==> config.mk <==
export PLATFORM = sky130hd
export DESIGN_NAME = mem2axi_flat
export DESIGN_NICKNAME = d
export VERILOG_FILES = /design/src/rtl/mem2axi_pkg.sv /design/src/rtl/axi_bus.sv /design/src/rtl/mem2axi.sv /design/src/flat_wrapper.sv
export SDC_FILE = /design/constraint.sdc
export NUM_CORES = 1
export LEC_CHECK = 0
export CORE_AREA = 2 2 230 232
export DETAILED_ROUTE_END_ITERATION = 8
export DIE_AREA = 0 0 232 234
export GPL_TIMING_DRIVEN = 0
export MAX_ROUTING_LAYER = met4
export PLACE_DENSITY = 0.43
export REMOVE_ABC_BUFFERS = 1
export SLEW_MARGIN = 15
export SYNTH_ARGS = -nofsm -noshare
export SYNTH_HDL_FRONTEND = slang
export SYNTH_SLANG_ARGS = --single-unit
==> constraint.sdc <==
create_clock -name clk_i -period 4.2 [get_ports clk_i]
set_clock_uncertainty 0.1 [all_clocks]
set_input_delay 0.63 -clock clk_i [delete_from_list [all_inputs] [get_ports clk_i]]
set_output_delay 0.63 -clock clk_i [all_outputs]
set_load 0.005 [all_outputs]
==> src/rtl/mem2axi_pkg.sv <==
// mem2axi_pkg: shared AXI4 constants (response codes, burst types) used by mem2axi and axi2mem.
package mem2axi_pkg;
    localparam logic [1:0] RESP_OKAY   = 2'b00;
    localparam logic [1:0] RESP_EXOKAY = 2'b01;
    localparam logic [1:0] RESP_SLVERR = 2'b10;
    localparam logic [1:0] RESP_DECERR = 2'b11;
    localparam logic [1:0] BURST_INCR  = 2'b01;
endpackage

==> src/rtl/axi_bus.sv <==
// AXI_BUS: AXI4 bus bundle with Master and Slave modports.
//   AXI_ADDR_WIDTH/AXI_DATA_WIDTH/AXI_ID_WIDTH/AXI_USER_WIDTH size the five channels.
interface AXI_BUS #(
    parameter int AXI_ADDR_WIDTH = 64,
    parameter int AXI_DATA_WIDTH = 64,
    parameter int AXI_ID_WIDTH   = 10,
    parameter int AXI_USER_WIDTH = 1
);
    logic [AXI_ID_WIDTH-1:0]     aw_id;
    logic [AXI_ADDR_WIDTH-1:0]   aw_addr;
    logic [7:0]                  aw_len;
    logic [2:0]                  aw_size;
    logic [1:0]                  aw_burst;
    logic                        aw_lock;
    logic [3:0]                  aw_cache;
    logic [2:0]                  aw_prot;
    logic [3:0]                  aw_qos;
    logic [3:0]                  aw_region;
    logic [5:0]                  aw_atop;
    logic [AXI_USER_WIDTH-1:0]   aw_user;
    logic                        aw_valid;
    logic                        aw_ready;
    logic [AXI_DATA_WIDTH-1:0]   w_data;
    logic [AXI_DATA_WIDTH/8-1:0] w_strb;
    logic                        w_last;
    logic [AXI_USER_WIDTH-1:0]   w_user;
    logic                        w_valid;
    logic                        w_ready;
    logic [AXI_ID_WIDTH-1:0]     b_id;
    logic [1:0]                  b_resp;
    logic [AXI_USER_WIDTH-1:0]   b_user;
    logic                        b_valid;
    logic                        b_ready;
    logic [AXI_ID_WIDTH-1:0]     ar_id;
    logic [AXI_ADDR_WIDTH-1:0]   ar_addr;
    logic [7:0]                  ar_len;
    logic [2:0]                  ar_size;
    logic [1:0]                  ar_burst;
    logic                        ar_lock;
    logic [3:0]                  ar_cache;
    logic [2:0]                  ar_prot;
    logic [3:0]                  ar_qos;
    logic [3:0]                  ar_region;
    logic [AXI_USER_WIDTH-1:0]   ar_user;
    logic                        ar_valid;
    logic                        ar_ready;
    logic [AXI_ID_WIDTH-1:0]     r_id;
    logic [AXI_DATA_WIDTH-1:0]   r_data;
    logic [1:0]                  r_resp;
    logic                        r_last;
    logic [AXI_USER_WIDTH-1:0]   r_user;
    logic                        r_valid;
    logic                        r_ready;

    modport Master (
        output aw_id, aw_addr, aw_len, aw_size, aw_burst, aw_lock, aw_cache, aw_prot,
               aw_qos, aw_region, aw_atop, aw_user, aw_valid, input aw_ready,
        output w_data, w_strb, w_last, w_user, w_valid, input w_ready,
        input b_id, b_resp, b_user, b_valid, output b_ready,
        output ar_id, ar_addr, ar_len, ar_size, ar_burst, ar_lock, ar_cache, ar_prot,
               ar_qos, ar_region, ar_user, ar_valid, input ar_ready,
        input r_id, r_data, r_resp, r_last, r_user, r_valid, output r_ready
    );

    modport Slave (
        input aw_id, aw_addr, aw_len, aw_size, aw_burst, aw_lock, aw_cache, aw_prot,
              aw_qos, aw_region, aw_atop, aw_user, aw_valid, output aw_ready,
        input w_data, w_strb, w_last, w_user, w_valid, output w_ready,
        output b_id, b_resp, b_user, b_valid, input b_ready,
        input ar_id, ar_addr, ar_len, ar_size, ar_burst, ar_lock, ar_cache, ar_prot,
              ar_qos, ar_region, ar_user, ar_valid, output ar_ready,
        output r_id, r_data, r_resp, r_last, r_user, r_valid, input r_ready
    );
endinterface

==> src/rtl/mem2axi.sv <==
// mem2axi: single-outstanding AXI4 initiator turning a req/gnt/rvalid memory port into single-beat AXI reads/writes.
//   clk_i, rst_ni (async active-low)
//   req_i/gnt_o/we_i/addr_i/be_i/wdata_i : request port, gnt_o = req_i while idle
//   rvalid_o/rdata_o/err_o               : one-cycle registered response pulse, data/err hold
//   busy_o                               : a transaction is in flight
//   master                               : AXI_BUS.Master port
//   Define MEM2AXI_ALIGN_EN to clear the sub-word bits of aw_addr/ar_addr.
module mem2axi
    import mem2axi_pkg::*;
#(
    parameter int                    AXI_ID_WIDTH   = 10,
    parameter int                    AXI_ADDR_WIDTH = 64,
    parameter int                    AXI_DATA_WIDTH = 64,
    parameter int                    AXI_USER_WIDTH = 1,
    parameter logic [AXI_ID_WIDTH-1:0] AXI_ID       = '0
) (
    input  logic                        clk_i,
    input  logic                        rst_ni,
    input  logic                        req_i,
    output logic                        gnt_o,
    input  logic                        we_i,
    input  logic [AXI_ADDR_WIDTH-1:0]   addr_i,
    input  logic [AXI_DATA_WIDTH/8-1:0] be_i,
    input  logic [AXI_DATA_WIDTH-1:0]   wdata_i,
    output logic                        rvalid_o,
    output logic [AXI_DATA_WIDTH-1:0]   rdata_o,
    output logic                        err_o,
    output logic                        busy_o,
    AXI_BUS.Master                      master
);
    localparam int OFF = $clog2(AXI_DATA_WIDTH / 8);

    typedef enum logic [2:0] {IDLE, WR_ADDR_DATA, WR_RESP, RD_ADDR, RD_DATA} state_e;

    state_e                        state_q, state_d;
    logic [AXI_ADDR_WIDTH-1:0]     addr_q, addr_d, axi_addr;
    logic [AXI_DATA_WIDTH/8-1:0]   be_q, be_d;
    logic [AXI_DATA_WIDTH-1:0]     wdata_q, wdata_d, rdata_q, rdata_d;
    logic                          aw_done_q, aw_done_d, w_done_q, w_done_d;
    logic                          rvalid_q, rvalid_d, err_q, err_d;
    logic                          aw_valid, w_valid, b_ready, ar_valid, r_ready;
    logic                          unused_ok;

    always_comb begin
        state_d   = state_q;
        addr_d    = addr_q;
        be_d      = be_q;
        wdata_d   = wdata_q;
        aw_done_d = aw_done_q;
        w_done_d  = w_done_q;
        rvalid_d  = 1'b0;
        rdata_d   = rdata_q;
        err_d     = err_q;
        gnt_o     = 1'b0;
        aw_valid  = 1'b0;
        w_valid   = 1'b0;
        b_ready   = 1'b0;
        ar_valid  = 1'b0;
        r_ready   = 1'b0;
        case (state_q)
            IDLE: begin
                gnt_o = req_i;
                if (req_i) begin
                    addr_d  = addr_i;
                    be_d    = be_i;
                    wdata_d = wdata_i;
                    state_d = we_i ? WR_ADDR_DATA : RD_ADDR;
                end
            end
            WR_ADDR_DATA: begin
                // AW and W are independent; sticky flags remember which has completed
                aw_valid  = !aw_done_q;
                w_valid   = !w_done_q;
                aw_done_d = aw_done_q | (aw_valid & master.aw_ready);
                w_done_d  = w_done_q | (w_valid & master.w_ready);
                if (aw_done_d && w_done_d) begin
                    state_d   = WR_RESP;
                    aw_done_d = 1'b0;
                    w_done_d  = 1'b0;
                end
            end
            WR_RESP: begin
                b_ready = 1'b1;
                if (master.b_valid) begin
                    state_d  = IDLE;
                    rvalid_d = 1'b1;
                    rdata_d  = '0;
                    err_d    = master.b_resp[1];
                end
            end
            RD_ADDR: begin
                ar_valid = 1'b1;
                if (master.ar_ready) state_d = RD_DATA;
            end
            RD_DATA: begin
                r_ready = 1'b1;
                if (master.r_valid && master.r_last) begin
                    state_d  = IDLE;
                    rvalid_d = 1'b1;
                    rdata_d  = master.r_data;
                    err_d    = master.r_resp[1];
                end
            end
            default: state_d = IDLE;
        endcase
    end

    always_ff @(posedge clk_i or negedge rst_ni) begin
        if (!rst_ni) begin
            state_q   <= IDLE;
            addr_q    <= '0;
            be_q      <= '0;
            wdata_q   <= '0;
            aw_done_q <= 1'b0;
            w_done_q  <= 1'b0;
            rvalid_q  <= 1'b0;
            rdata_q   <= '0;
            err_q     <= 1'b0;
        end else begin
            state_q   <= state_d;
            addr_q    <= addr_d;
            be_q      <= be_d;
            wdata_q   <= wdata_d;
            aw_done_q <= aw_done_d;
            w_done_q  <= w_done_d;
            rvalid_q  <= rvalid_d;
            rdata_q   <= rdata_d;
            err_q     <= err_d;
        end
    end

`ifdef MEM2AXI_ALIGN_EN
    assign axi_addr = addr_q & ~AXI_ADDR_WIDTH'((1 << OFF) - 1);
`else
    assign axi_addr = addr_q;
`endif

    assign rvalid_o = rvalid_q;
    assign rdata_o  = rdata_q;
    assign err_o    = err_q;
    assign busy_o   = state_q != IDLE;

    assign master.aw_id     = AXI_ID;
    assign master.aw_addr   = axi_addr;
    assign master.aw_len    = 8'd0;
    assign master.aw_size   = 3'(OFF);
    assign master.aw_burst  = BURST_INCR;
    assign master.aw_lock   = 1'b0;
    assign master.aw_cache  = 4'd0;
    assign master.aw_prot   = 3'd0;
    assign master.aw_qos    = 4'd0;
    assign master.aw_region = 4'd0;
    assign master.aw_atop   = 6'd0;
    assign master.aw_user   = '0;
    assign master.aw_valid  = aw_valid;
    assign master.w_data    = wdata_q;
    assign master.w_strb    = be_q;
    assign master.w_last    = 1'b1;
    assign master.w_user    = '0;
    assign master.w_valid   = w_valid;
    assign master.b_ready   = b_ready;
    assign master.ar_id     = AXI_ID;
    assign master.ar_addr   = axi_addr;
    assign master.ar_len    = 8'd0;
    assign master.ar_size   = 3'(OFF);
    assign master.ar_burst  = BURST_INCR;
    assign master.ar_lock   = 1'b0;
    assign master.ar_cache  = 4'd0;
    assign master.ar_prot   = 3'd0;
    assign master.ar_qos    = 4'd0;
    assign master.ar_region = 4'd0;
    assign master.ar_user   = '0;
    assign master.ar_valid  = ar_valid;
    assign master.r_ready   = r_ready;

    // IDs are not checked with a single transaction outstanding; only resp[1] classifies errors
    assign unused_ok = ^{master.b_id, master.b_user, master.b_resp[0],
                         master.r_id, master.r_user, master.r_resp[0]};
endmodule
==> src/flat_wrapper.sv <==
// flat-port wrapper written by rule: the top's interface ports become plain ports
module mem2axi_flat import mem2axi_pkg::*;
#(
    parameter int                    AXI_ID_WIDTH   = 10,
    parameter int                    AXI_ADDR_WIDTH = 64,
    parameter int                    AXI_DATA_WIDTH = 64,
    parameter int                    AXI_USER_WIDTH = 1,
    parameter logic [AXI_ID_WIDTH-1:0] AXI_ID       = '0
)
  (clk_i, rst_ni, req_i, gnt_o, we_i, addr_i, be_i, wdata_i, rvalid_o, rdata_o, err_o, busy_o, master_aw_id, master_aw_addr, master_aw_len, master_aw_size, master_aw_burst, master_aw_lock, master_aw_cache, master_aw_prot, master_aw_qos, master_aw_region, master_aw_atop, master_aw_user, master_aw_valid, master_aw_ready, master_w_data, master_w_strb, master_w_last, master_w_user, master_w_valid, master_w_ready, master_b_id, master_b_resp, master_b_user, master_b_valid, master_b_ready, master_ar_id, master_ar_addr, master_ar_len, master_ar_size, master_ar_burst, master_ar_lock, master_ar_cache, master_ar_prot, master_ar_qos, master_ar_region, master_ar_user, master_ar_valid, master_ar_ready, master_r_id, master_r_data, master_r_resp, master_r_last, master_r_user, master_r_valid, master_r_ready);
  AXI_BUS #(.AXI_ADDR_WIDTH(AXI_ADDR_WIDTH), .AXI_DATA_WIDTH(AXI_DATA_WIDTH), .AXI_ID_WIDTH(AXI_ID_WIDTH), .AXI_USER_WIDTH(AXI_USER_WIDTH)) master_i ();
  input  logic clk_i;
  input  logic rst_ni;
  input  logic req_i;
  output logic gnt_o;
  input  logic we_i;
  input  logic [AXI_ADDR_WIDTH-1:0] addr_i;
  input  logic [AXI_DATA_WIDTH/8-1:0] be_i;
  input  logic [AXI_DATA_WIDTH-1:0] wdata_i;
  output logic rvalid_o;
  output logic [AXI_DATA_WIDTH-1:0] rdata_o;
  output logic err_o;
  output logic busy_o;
  output wire logic [$bits(master_i.aw_id)-1:0] master_aw_id;
  output wire logic [$bits(master_i.aw_addr)-1:0] master_aw_addr;
  output wire logic [$bits(master_i.aw_len)-1:0] master_aw_len;
  output wire logic [$bits(master_i.aw_size)-1:0] master_aw_size;
  output wire logic [$bits(master_i.aw_burst)-1:0] master_aw_burst;
  output wire logic [$bits(master_i.aw_lock)-1:0] master_aw_lock;
  output wire logic [$bits(master_i.aw_cache)-1:0] master_aw_cache;
  output wire logic [$bits(master_i.aw_prot)-1:0] master_aw_prot;
  output wire logic [$bits(master_i.aw_qos)-1:0] master_aw_qos;
  output wire logic [$bits(master_i.aw_region)-1:0] master_aw_region;
  output wire logic [$bits(master_i.aw_atop)-1:0] master_aw_atop;
  output wire logic [$bits(master_i.aw_user)-1:0] master_aw_user;
  output wire logic [$bits(master_i.aw_valid)-1:0] master_aw_valid;
  input wire logic [$bits(master_i.aw_ready)-1:0] master_aw_ready;
  output wire logic [$bits(master_i.w_data)-1:0] master_w_data;
  output wire logic [$bits(master_i.w_strb)-1:0] master_w_strb;
  output wire logic [$bits(master_i.w_last)-1:0] master_w_last;
  output wire logic [$bits(master_i.w_user)-1:0] master_w_user;
  output wire logic [$bits(master_i.w_valid)-1:0] master_w_valid;
  input wire logic [$bits(master_i.w_ready)-1:0] master_w_ready;
  input wire logic [$bits(master_i.b_id)-1:0] master_b_id;
  input wire logic [$bits(master_i.b_resp)-1:0] master_b_resp;
  input wire logic [$bits(master_i.b_user)-1:0] master_b_user;
  input wire logic [$bits(master_i.b_valid)-1:0] master_b_valid;
  output wire logic [$bits(master_i.b_ready)-1:0] master_b_ready;
  output wire logic [$bits(master_i.ar_id)-1:0] master_ar_id;
  output wire logic [$bits(master_i.ar_addr)-1:0] master_ar_addr;
  output wire logic [$bits(master_i.ar_len)-1:0] master_ar_len;
  output wire logic [$bits(master_i.ar_size)-1:0] master_ar_size;
  output wire logic [$bits(master_i.ar_burst)-1:0] master_ar_burst;
  output wire logic [$bits(master_i.ar_lock)-1:0] master_ar_lock;
  output wire logic [$bits(master_i.ar_cache)-1:0] master_ar_cache;
  output wire logic [$bits(master_i.ar_prot)-1:0] master_ar_prot;
  output wire logic [$bits(master_i.ar_qos)-1:0] master_ar_qos;
  output wire logic [$bits(master_i.ar_region)-1:0] master_ar_region;
  output wire logic [$bits(master_i.ar_user)-1:0] master_ar_user;
  output wire logic [$bits(master_i.ar_valid)-1:0] master_ar_valid;
  input wire logic [$bits(master_i.ar_ready)-1:0] master_ar_ready;
  input wire logic [$bits(master_i.r_id)-1:0] master_r_id;
  input wire logic [$bits(master_i.r_data)-1:0] master_r_data;
  input wire logic [$bits(master_i.r_resp)-1:0] master_r_resp;
  input wire logic [$bits(master_i.r_last)-1:0] master_r_last;
  input wire logic [$bits(master_i.r_user)-1:0] master_r_user;
  input wire logic [$bits(master_i.r_valid)-1:0] master_r_valid;
  output wire logic [$bits(master_i.r_ready)-1:0] master_r_ready;
  assign master_aw_id = master_i.aw_id;
  assign master_aw_addr = master_i.aw_addr;
  assign master_aw_len = master_i.aw_len;
  assign master_aw_size = master_i.aw_size;
  assign master_aw_burst = master_i.aw_burst;
  assign master_aw_lock = master_i.aw_lock;
  assign master_aw_cache = master_i.aw_cache;
  assign master_aw_prot = master_i.aw_prot;
  assign master_aw_qos = master_i.aw_qos;
  assign master_aw_region = master_i.aw_region;
  assign master_aw_atop = master_i.aw_atop;
  assign master_aw_user = master_i.aw_user;
  assign master_aw_valid = master_i.aw_valid;
  assign master_i.aw_ready = master_aw_ready;
  assign master_w_data = master_i.w_data;
  assign master_w_strb = master_i.w_strb;
  assign master_w_last = master_i.w_last;
  assign master_w_user = master_i.w_user;
  assign master_w_valid = master_i.w_valid;
  assign master_i.w_ready = master_w_ready;
  assign master_i.b_id = master_b_id;
  assign master_i.b_resp = master_b_resp;
  assign master_i.b_user = master_b_user;
  assign master_i.b_valid = master_b_valid;
  assign master_b_ready = master_i.b_ready;
  assign master_ar_id = master_i.ar_id;
  assign master_ar_addr = master_i.ar_addr;
  assign master_ar_len = master_i.ar_len;
  assign master_ar_size = master_i.ar_size;
  assign master_ar_burst = master_i.ar_burst;
  assign master_ar_lock = master_i.ar_lock;
  assign master_ar_cache = master_i.ar_cache;
  assign master_ar_prot = master_i.ar_prot;
  assign master_ar_qos = master_i.ar_qos;
  assign master_ar_region = master_i.ar_region;
  assign master_ar_user = master_i.ar_user;
  assign master_ar_valid = master_i.ar_valid;
  assign master_i.ar_ready = master_ar_ready;
  assign master_i.r_id = master_r_id;
  assign master_i.r_data = master_r_data;
  assign master_i.r_resp = master_r_resp;
  assign master_i.r_last = master_r_last;
  assign master_i.r_user = master_r_user;
  assign master_i.r_valid = master_r_valid;
  assign master_r_ready = master_i.r_ready;
  mem2axi #(.AXI_ID_WIDTH(AXI_ID_WIDTH), .AXI_ADDR_WIDTH(AXI_ADDR_WIDTH), .AXI_DATA_WIDTH(AXI_DATA_WIDTH), .AXI_USER_WIDTH(AXI_USER_WIDTH), .AXI_ID(AXI_ID)) u_core (.clk_i(clk_i), .rst_ni(rst_ni), .req_i(req_i), .gnt_o(gnt_o), .we_i(we_i), .addr_i(addr_i), .be_i(be_i), .wdata_i(wdata_i), .rvalid_o(rvalid_o), .rdata_o(rdata_o), .err_o(err_o), .busy_o(busy_o), .master(master_i));
endmodule
==> results of run 1 <==
==> what timing repair did <==
item                      in CTS  in global routing
buffers inserted               0                  0
hold endpoints to repair      32                  0
hold buffers                   1                  0
==> synth_stat cells <==
cell type,count,area (um^2)
a21o_1,1,7.51
o21ai_0,2,10.0
buf_12,18,360
o221ai_1,1,8.76
nor3b_2,1,12.5
nand3b_1,1,7.51
nor2_1,8,30.0
clkbuf_1,2,7.51
mux2_4,100,1500
a21oi_1,2,10.0
buf_2,1,5.00
nand4b_1,1,8.76
buf_6,8,90.1
mux2i_1,1,10.0
nor3_2,1,10.0
mux2_1,29,327
nor3b_1,1,7.51
o211ai_1,1,7.51
conb_1,2,7.51
mux2_2,9,101
and2b_1,2,15.0
or3b_2,1,8.76
dfrtp_1,207,5180
buf_4,153,1150
nor2b_1,1,6.26
inv_2,1,3.75
a22o_4,3,52.6
inv_1,3,11.3
a22o_1,62,543
nand2_1,4,15.0
==> cell type report <==
cell class | instances | area share (%)
clock buffer | 43 | 5.28
tap | 688 | 5.78
antenna | 1 | 0.0168
sequential | 207 | 34.8
timing repair buffer | 490 | 33.6
multi-input combinational | 320 | 20.4
inverter | 4 | 0.151
==> worst reg2reg max path: stages, from the launching register on <==
cell and delay [ns]:
dfrtp_1 0.48, nor3_2 0.24, nand2_1 0.21, inv_8 0.42, buf_16 0.42, mux2_1 0.52
==> worst min-delay path by stage <==
stage                        startpoint                       end  slack [ns]
6_report       u_core.master.w_data[53]  u_core.master.w_data[53]        0.38
5_1_grt        u_core.master.w_data[39]  u_core.master.w_data[39]        0.39
4_1_cts        u_core.master.w_data[58]  u_core.master.w_data[58]        0.39
3_5_place_dp   u_core.master.w_data[58]  u_core.master.w_data[58]        0.38
3_3_place_gp   u_core.master.w_data[49]  u_core.master.w_data[49]        0.37
2_1_floorplan                    rst_ni          u_core.aw_done_q        0.23
==> state kept, by name, indices dropped and copies added, names as in the netlist <==
name	flops
u_core.master.w_data	64
u_core.err_o	1
u_core.w_done_q	1
u_core.state_q	3
u_core.aw_done_q	1
u_core.master.ar_addr	64
u_core.master.w_strb	8
u_core.rvalid_o	1
u_core.rdata_o	64
==> kinds of logic after synthesis <==
logic type             count (synthesis)  share of synthesized area [%]
AOI/OAI and AO/OA                     72                           6.72
muxes                                139                           20.4
DFF                                  207                           54.4
other                                  2                         0.0789
and+or+nand+nor                       21                           1.28
buffers and inverters                186                           17.1
==> metrics by stage <==
| step | std cells | cell area [um^2] | hold WS (ns) |
|---|---|---|---|
| finish | 1753 | 14900 | 0.381 |
| global route | 1753 | 14900 | 0.394 |
| CTS | 1752 | 14900 | 0.389 |
| detailed placement | 1708 | 14100 | 0.376 |
| global placement | 1703 | 13900 | 0.368 |
| floorplan | 531 | 8230 | 0.234 |
==> cells in the final DEF (no fill, tap or decap), types with 2 or more instances in the layout <==
master           netlist  final
a22o_1                62     62
a21oi_1                2      2
inv_1                  3      3
conb_1                 2     88
nor2_1                 8      8
nand2_1                4      4
mux2_2                 9      9
clkbuf_1               2     11
a22o_4                 3      3
buf_16                 0      5
mux2_1                29     29
clkbuf_16              0     27
clkdlybuf4s50_1        0    483
mux2_4               100    100
clkbuf_8               0      5
dfrtp_1              207    207
o21ai_0                2      2
==> layer usage <==
| metal | GRT usage [%] | share of wire (%) | vias up |
|---|---|---|---|
| li1 | - | - | 2790 |
| met1 | 11.3 | 40 | 3005 |
| met2 | 15.0 | 47 | 342 |
| met3 | 3.60 | 11 | 43 |
| met4 | 2.98 | 2.4 | 0 |
| met5 | - | 0 | - |
==> power by group through the flow <==
| stage | Combinational (mW) | Sequential [mW] | Clock [mW] |
|---|---|---|---|
| 2_1_floorplan | 1.70 | 3.55 | 0 |
| 3_3_place_gp | 4.92 | 3.53 | 0 |
| 3_5_place_dp | 4.78 | 3.53 | 0 |
| 4_1_cts | 4.80 | 3.53 | 2.21 |
| 5_1_grt | 5.06 | 3.64 | 2.28 |
| 6_report | 4.71 | 3.51 | 2.10 |
==> flow_metrics.py, run 1 <==
metrics = {
    "global_route": {
        "track_usage_pct": 9.54,
        "grt_pass1_vias": 6315,
        "grt_antenna_before_repair": 1,
        "grt_max_degree": 91,
        "grt_remaining_overflow": 0,
        "grt_pass1_wl_um": 39100,
    },
    "setup_path": {
        "endpoint": "gnt_o",
        "r2r_slack_ns": 1.69,
        "required_ns": 3.47,
        "cp_top_family": "buffers and inverters",
        "worst-setup-path-type": "register to output pin",
        "cp_slowest_cell": "clkdlybuf4s50_1",
        "cp-end-kind": "output pin",
        "critical_path.max_fanout": 63,
        "crit_chain": "nor3_2, nand2_1, inv_8, clkdlybuf4s50_1",
        "startpoint": "u_core.state_q[0]",
        "r2r_start": "u_core.state_q[0]",
        "cp.arrival_ns": 2.77,
        "rr_endpoint": "u_core.master.w_data[36]",
        "cp_num_cells": 4,
        "ff2ff_path_depth": 5,
        "start_kind": "register",
        "crit_buf_inv": 2,
        "crit_path_max_incr_delay_ns": 0.65,
    },
    "drt": {
        "drtIter0Drc": 137,
        "wirelength_um": 27000,
        "drt_pre_antenna_iters": 4,
        "drc": 0,
        "wl_per_cell_um": 15.4,
        "postRouteAntennaNets": 0,
        "vias_per_cell": 3.53,
        "vias": 6180,
    },
    "flow_run": {
        "cap_violations": 0,
    },
    "timing": {
        "relSlewSlack_pct": 44.3,
        "finalHoldViolCount": 0,
        "worstMarginPinSlew_ns": 0.835,
        "period_share_pct": 83.3,
        "setup_violations": 0,
        "fin_ws_ns": 0.700,
        "drv_slew": 0,
        "min_period_ns": 3.50,
        "tns_ns": 0,
        "rsz0062_at_grt": "no",
        "fmax_mhz": 286,
    },
    "finish": {
        "multi_input_area_mm2": 0.00304,
        "finalNetCount": 1286,
        "area_growth_pct": 56.5,
        "final_core_util_pct": 28.6,
        "nFillCells": 5402,
        "seq_area_mm2": 0.00518,
        "drive_gt1_share_pct": 14.7,
    },
    "clock_tree": {
        "cts_made_buffers": 27,
        "cts_tree": "built",
        "cts.sinks": 207,
        "clock_latency_ns": 0.53,
        "root_buffer": "clkbuf_16",
        "clockBufferDepth": 3,
        "htreeDepth": 1,
        "ctsResizeCount": 0,
        "path_clk_slew_ns": 0.05,
    },
    "power": {
        "comb_power_share_pct": 45.7,
        "p_sw_mw": 2.86,
        "total_power_mw": 10.3,
        "p_sw_share_pct": 27.7,
        "power.share.clock_pct": 20.4,
        "seqPwrFrac_pct": 34.0,
        "leakagePower_nw": 6.38,
        "p_per_area_mw_per_mm2": 693,
        "p_int_mw": 7.46,
        "max-vdd-ir-drop_mv": 0.276,
    },
    "floorplanning": {
        "core_region_area_mm2": 0.0520,
        "die-area_mm2": 0.0543,
        "start_util_pct": 18.3,
        "io_pins": 597,
        "die_h_um": 234,
        "fp.dieW_um": 232,
        "rows": 84,
    },
    "hold_path": {
        "min_path_type": "register to register",
        "holdPathStages": 1,
    },
    "synthesis": {
        "ys_warn_count": 0,
        "synth-seq-cells": 207,
        "avgSynthCellArea_um2": 15.2,
        "synth_cell_types": 30,
        "syn_inst": 627,
        "synth_seq_area_share_pct": 54.4,
        "syn_area_mm2": 0.00951,
    },
    "place": {
        "io_buffers": 484,
        "gp_congestion": 0.706,
        "dp_slack_ns": 0.944,
        "dp_hpwl_um": 19600,
    },
    "status": {
        "status": "finished, final reports clean",
    },
}
(Power assumes the default switching activity.)
==> inputs of run 2 (changes only) <==
- CORE_AREA: 2 2 230 232 -> 2 2 232 234
- DIE_AREA: 0 0 232 234 -> 0 0 234 236
- PLACE_DENSITY: 0.43 -> 0.42
- clock period: 4.2 -> 3.4 ns (I/O delays scaled with it)
==> flow_metrics.py, run 2 (synthesized netlist as in run 1, its figures left out) <==
metrics = {
    "status": {
        "status": "finished, final reports clean",
    },
    "global_route": {
        "grt_max_degree": 88,
        "grt_remaining_overflow": 0,
        "grt_pass1_wl_um": 42400,
        "track_usage_pct": 10.4,
        "grt_antenna_before_repair": 0,
        "grt_pass1_vias": 6622,
    },
    "timing": {
        "drv_slew": 0,
        "worstMarginPinSlew_ns": 0.524,
        "tns_ns": 0,
        "setup_violations": 0,
        "period_share_pct": 93.6,
        "relSlewSlack_pct": 65.1,
        "finalHoldViolCount": 0,
        "rsz0062_at_grt": "no",
        "fmax_mhz": 314,
        "min_period_ns": 3.18,
    },
    "drt": {
        "drtIter0Drc": 162,
        "drc": 0,
        "wl_met1_um": 11300,
        "vias_per_cell": 3.52,
        "drt_pre_antenna_iters": 4,
        "wirelength_um": 29400,
        "wl_per_cell_um": 16.6,
        "top_layer": "met4",
        "postRouteAntennaNets": 0,
        "routed-wl-met3_um": 3070,
        "vias": 6222,
        "dr_wl_met2_um": 14500,
    },
    "place": {
        "dp_hpwl_um": 20800,
        "gp_congestion": 0.710,
        "placedCellCount": 1716,
        "io_buffers": 484,
        "place_area_mm2": 0.0141,
    },
    "finish": {
        "antenna-diode-count": 0,
        "finalNetCount": 1289,
        "final_area_mm2": 0.0150,
        "mostFrequentLayoutCells": "clkdlybuf4s50_1 (483), dfrtp_1 (207), mux2_4 (100), conb_1 (88), a22o_1 (62)",
        "final_common_cell": "clkdlybuf4s50_1",
        "final_core_util_pct": 28.3,
        "stdcell_count": 1769,
        "drive_gt1_share_pct": 15.4,
        "nFillCells": 5422,
        "area_growth_pct": 57.7,
    },
    "clock_tree": {
        "root_buffer": "clkbuf_16",
        "htreeDepth": 1,
        "cts_setup_buffers": 0,
        "clockBufferDepth": 3,
        "cts_made_buffers": 27,
        "path_clk_slew_ns": 0.05,
        "cts.sinks": 207,
        "cts_tree": "built",
        "clock_latency_ns": 0.54,
    },
    "floorplanning": {
        "core_region_area_mm2": 0.0531,
        "rows": 85,
        "io_pins": 597,
        "fp.dieW_um": 234,
        "die-area_mm2": 0.0552,
        "die_h_um": 236,
        "start_util_pct": 17.9,
    },
    "power": {
        "leakagePower_nw": 6.44,
        "max-vdd-ir-drop_mv": 0.365,
        "p_per_area_mw_per_mm2": 863,
        "total_power_mw": 12.9,
    },
    "setup_path": {
        "crit_buf_inv": 3,
        "cp-end-kind": "output pin",
        "required_ns": 2.79,
        "rr_endpoint": "u_core.master.w_data[59]",
        "cp.arrival_ns": 2.57,
        "critical_path.max_fanout": 38,
        "crit_path_max_incr_delay_ns": 0.56,
        "cp_slowest_cell": "clkdlybuf4s50_1",
        "crit_chain": "nor3_4, nand2_4, inv_16, buf_16, clkdlybuf4s50_1",
        "ff2ff_path_depth": 5,
        "r2r_start": "u_core.state_q[0]",
        "r2r_slack_ns": 1.21,
        "cp_top_family": "buffers and inverters",
        "start_kind": "register",
        "worst-setup-path-type": "register to output pin",
    },
    "flow_run": {
        "cap_violations": 0,
    },
    "hold_path": {
        "min_path_type": "input pin to asynchronous set/reset pin",
    },
}
==> run 2: cell count changes in the layout (fill, tap and decap cells not counted), sizes merged <==
| cell | delta |
|---|---|
| diode | -1 |
| clkinv | +3 |
| bufbuf | +1 |
| inv | +3 |
| clkbuf | +2 |
==> run 2: metrics by stage <==
step / hold slack [ns] / setup WS, ns
4_1_cts: 0.330 / 0.0840
5_1_grt: 0.364 / 0.0537
3_3_place_gp: 0.369 / -8.22
2_1_floorplan: 0.114 / -0.136
3_5_place_dp: 0.337 / -0.0706
6_report: 0.363 / 0.219
==> run 2: layout make-up <==
type,count,area (um^2),share of cell area [%]
Multi-Input combinational cell,320,3050,20.4
Timing Repair inverter,2,17.5,0.117
Timing Repair Buffer,491,5020,33.5
Clock buffer,45,803,5.35
Clock inverter,4,23.8,0.158
Tap cell,696,871,5.80
Sequential cell,207,5180,34.5
Inverter,4,31.3,0.208
==> run 2: power breakdown <==
group	switching (mW)	internal, mW	total [mW]
Sequential	0.775	3.56	4.33
Combinational	1.80	4.14	5.93
Clock	1.09	1.59	2.68
Total	3.66	9.29	12.9
==> run 2: worst max path at each step <==
stage                      startpoint                        to  slack [ns]  depth (start not counted)
floorplan           u_core.state_q[0]  u_core.master.ar_addr[0]       -0.14                          4
global placement               rst_ni        u_core.rdata_o[48]       -8.22                          1
detailed placement              req_i                     gnt_o       -0.07                          5
CTS                 u_core.state_q[0]                     gnt_o        0.08                          5
global route        u_core.state_q[0]                     gnt_o        0.05                          5
finish              u_core.state_q[0]                     gnt_o        0.22                          5
==> run 2: per-layer routing <==
layer,up-vias,global-route usage [%]
li1,2793,-
met1,3051,11.6
met2,351,17.5
met3,27,3.88
met4,0,2.21
met5,-,-
==> run 2: worst reg2reg max path, delay by kind of cell, from the launching register on <==
family	cells	cell delay, ns
buffers and inverters	2	0.65
DFF	1	0.50
muxes	1	0.37
and+or+nand+nor	2	0.46
==> run 2: what timing repair did <==
item | in CTS | in global routing
gates resized for setup | 5 | 1
gates cloned | 3 | 0
endpoints found under the setup margin | 1 | 1
hold buffers | 1 | 0
hold endpoints to repair | 40 | 0
==> inputs of run 3 (changes only) <==
- CORE_AREA: 2 2 232 234 -> 2 2 230 232
- DIE_AREA: 0 0 234 236 -> 0 0 232 234
- PLACE_DENSITY: 0.42 -> 0.43
- clock period: 3.4 -> 3.8 ns (I/O delays scaled with it)
==> results of run 3 <==
Same layout as run 1 (identical final DEF). Status: finished, final reports clean.
Main changes from that run: setup slack after placement 0.944 ns -> 0.664 ns; setup slack after layout 0.700 ns -> 0.360 ns; register-to-register setup slack 1.69 ns -> 1.29 ns; total power 10.3 mW -> 11.4 mW; worst IR drop on VDD 0.276 mV -> 0.305 mV
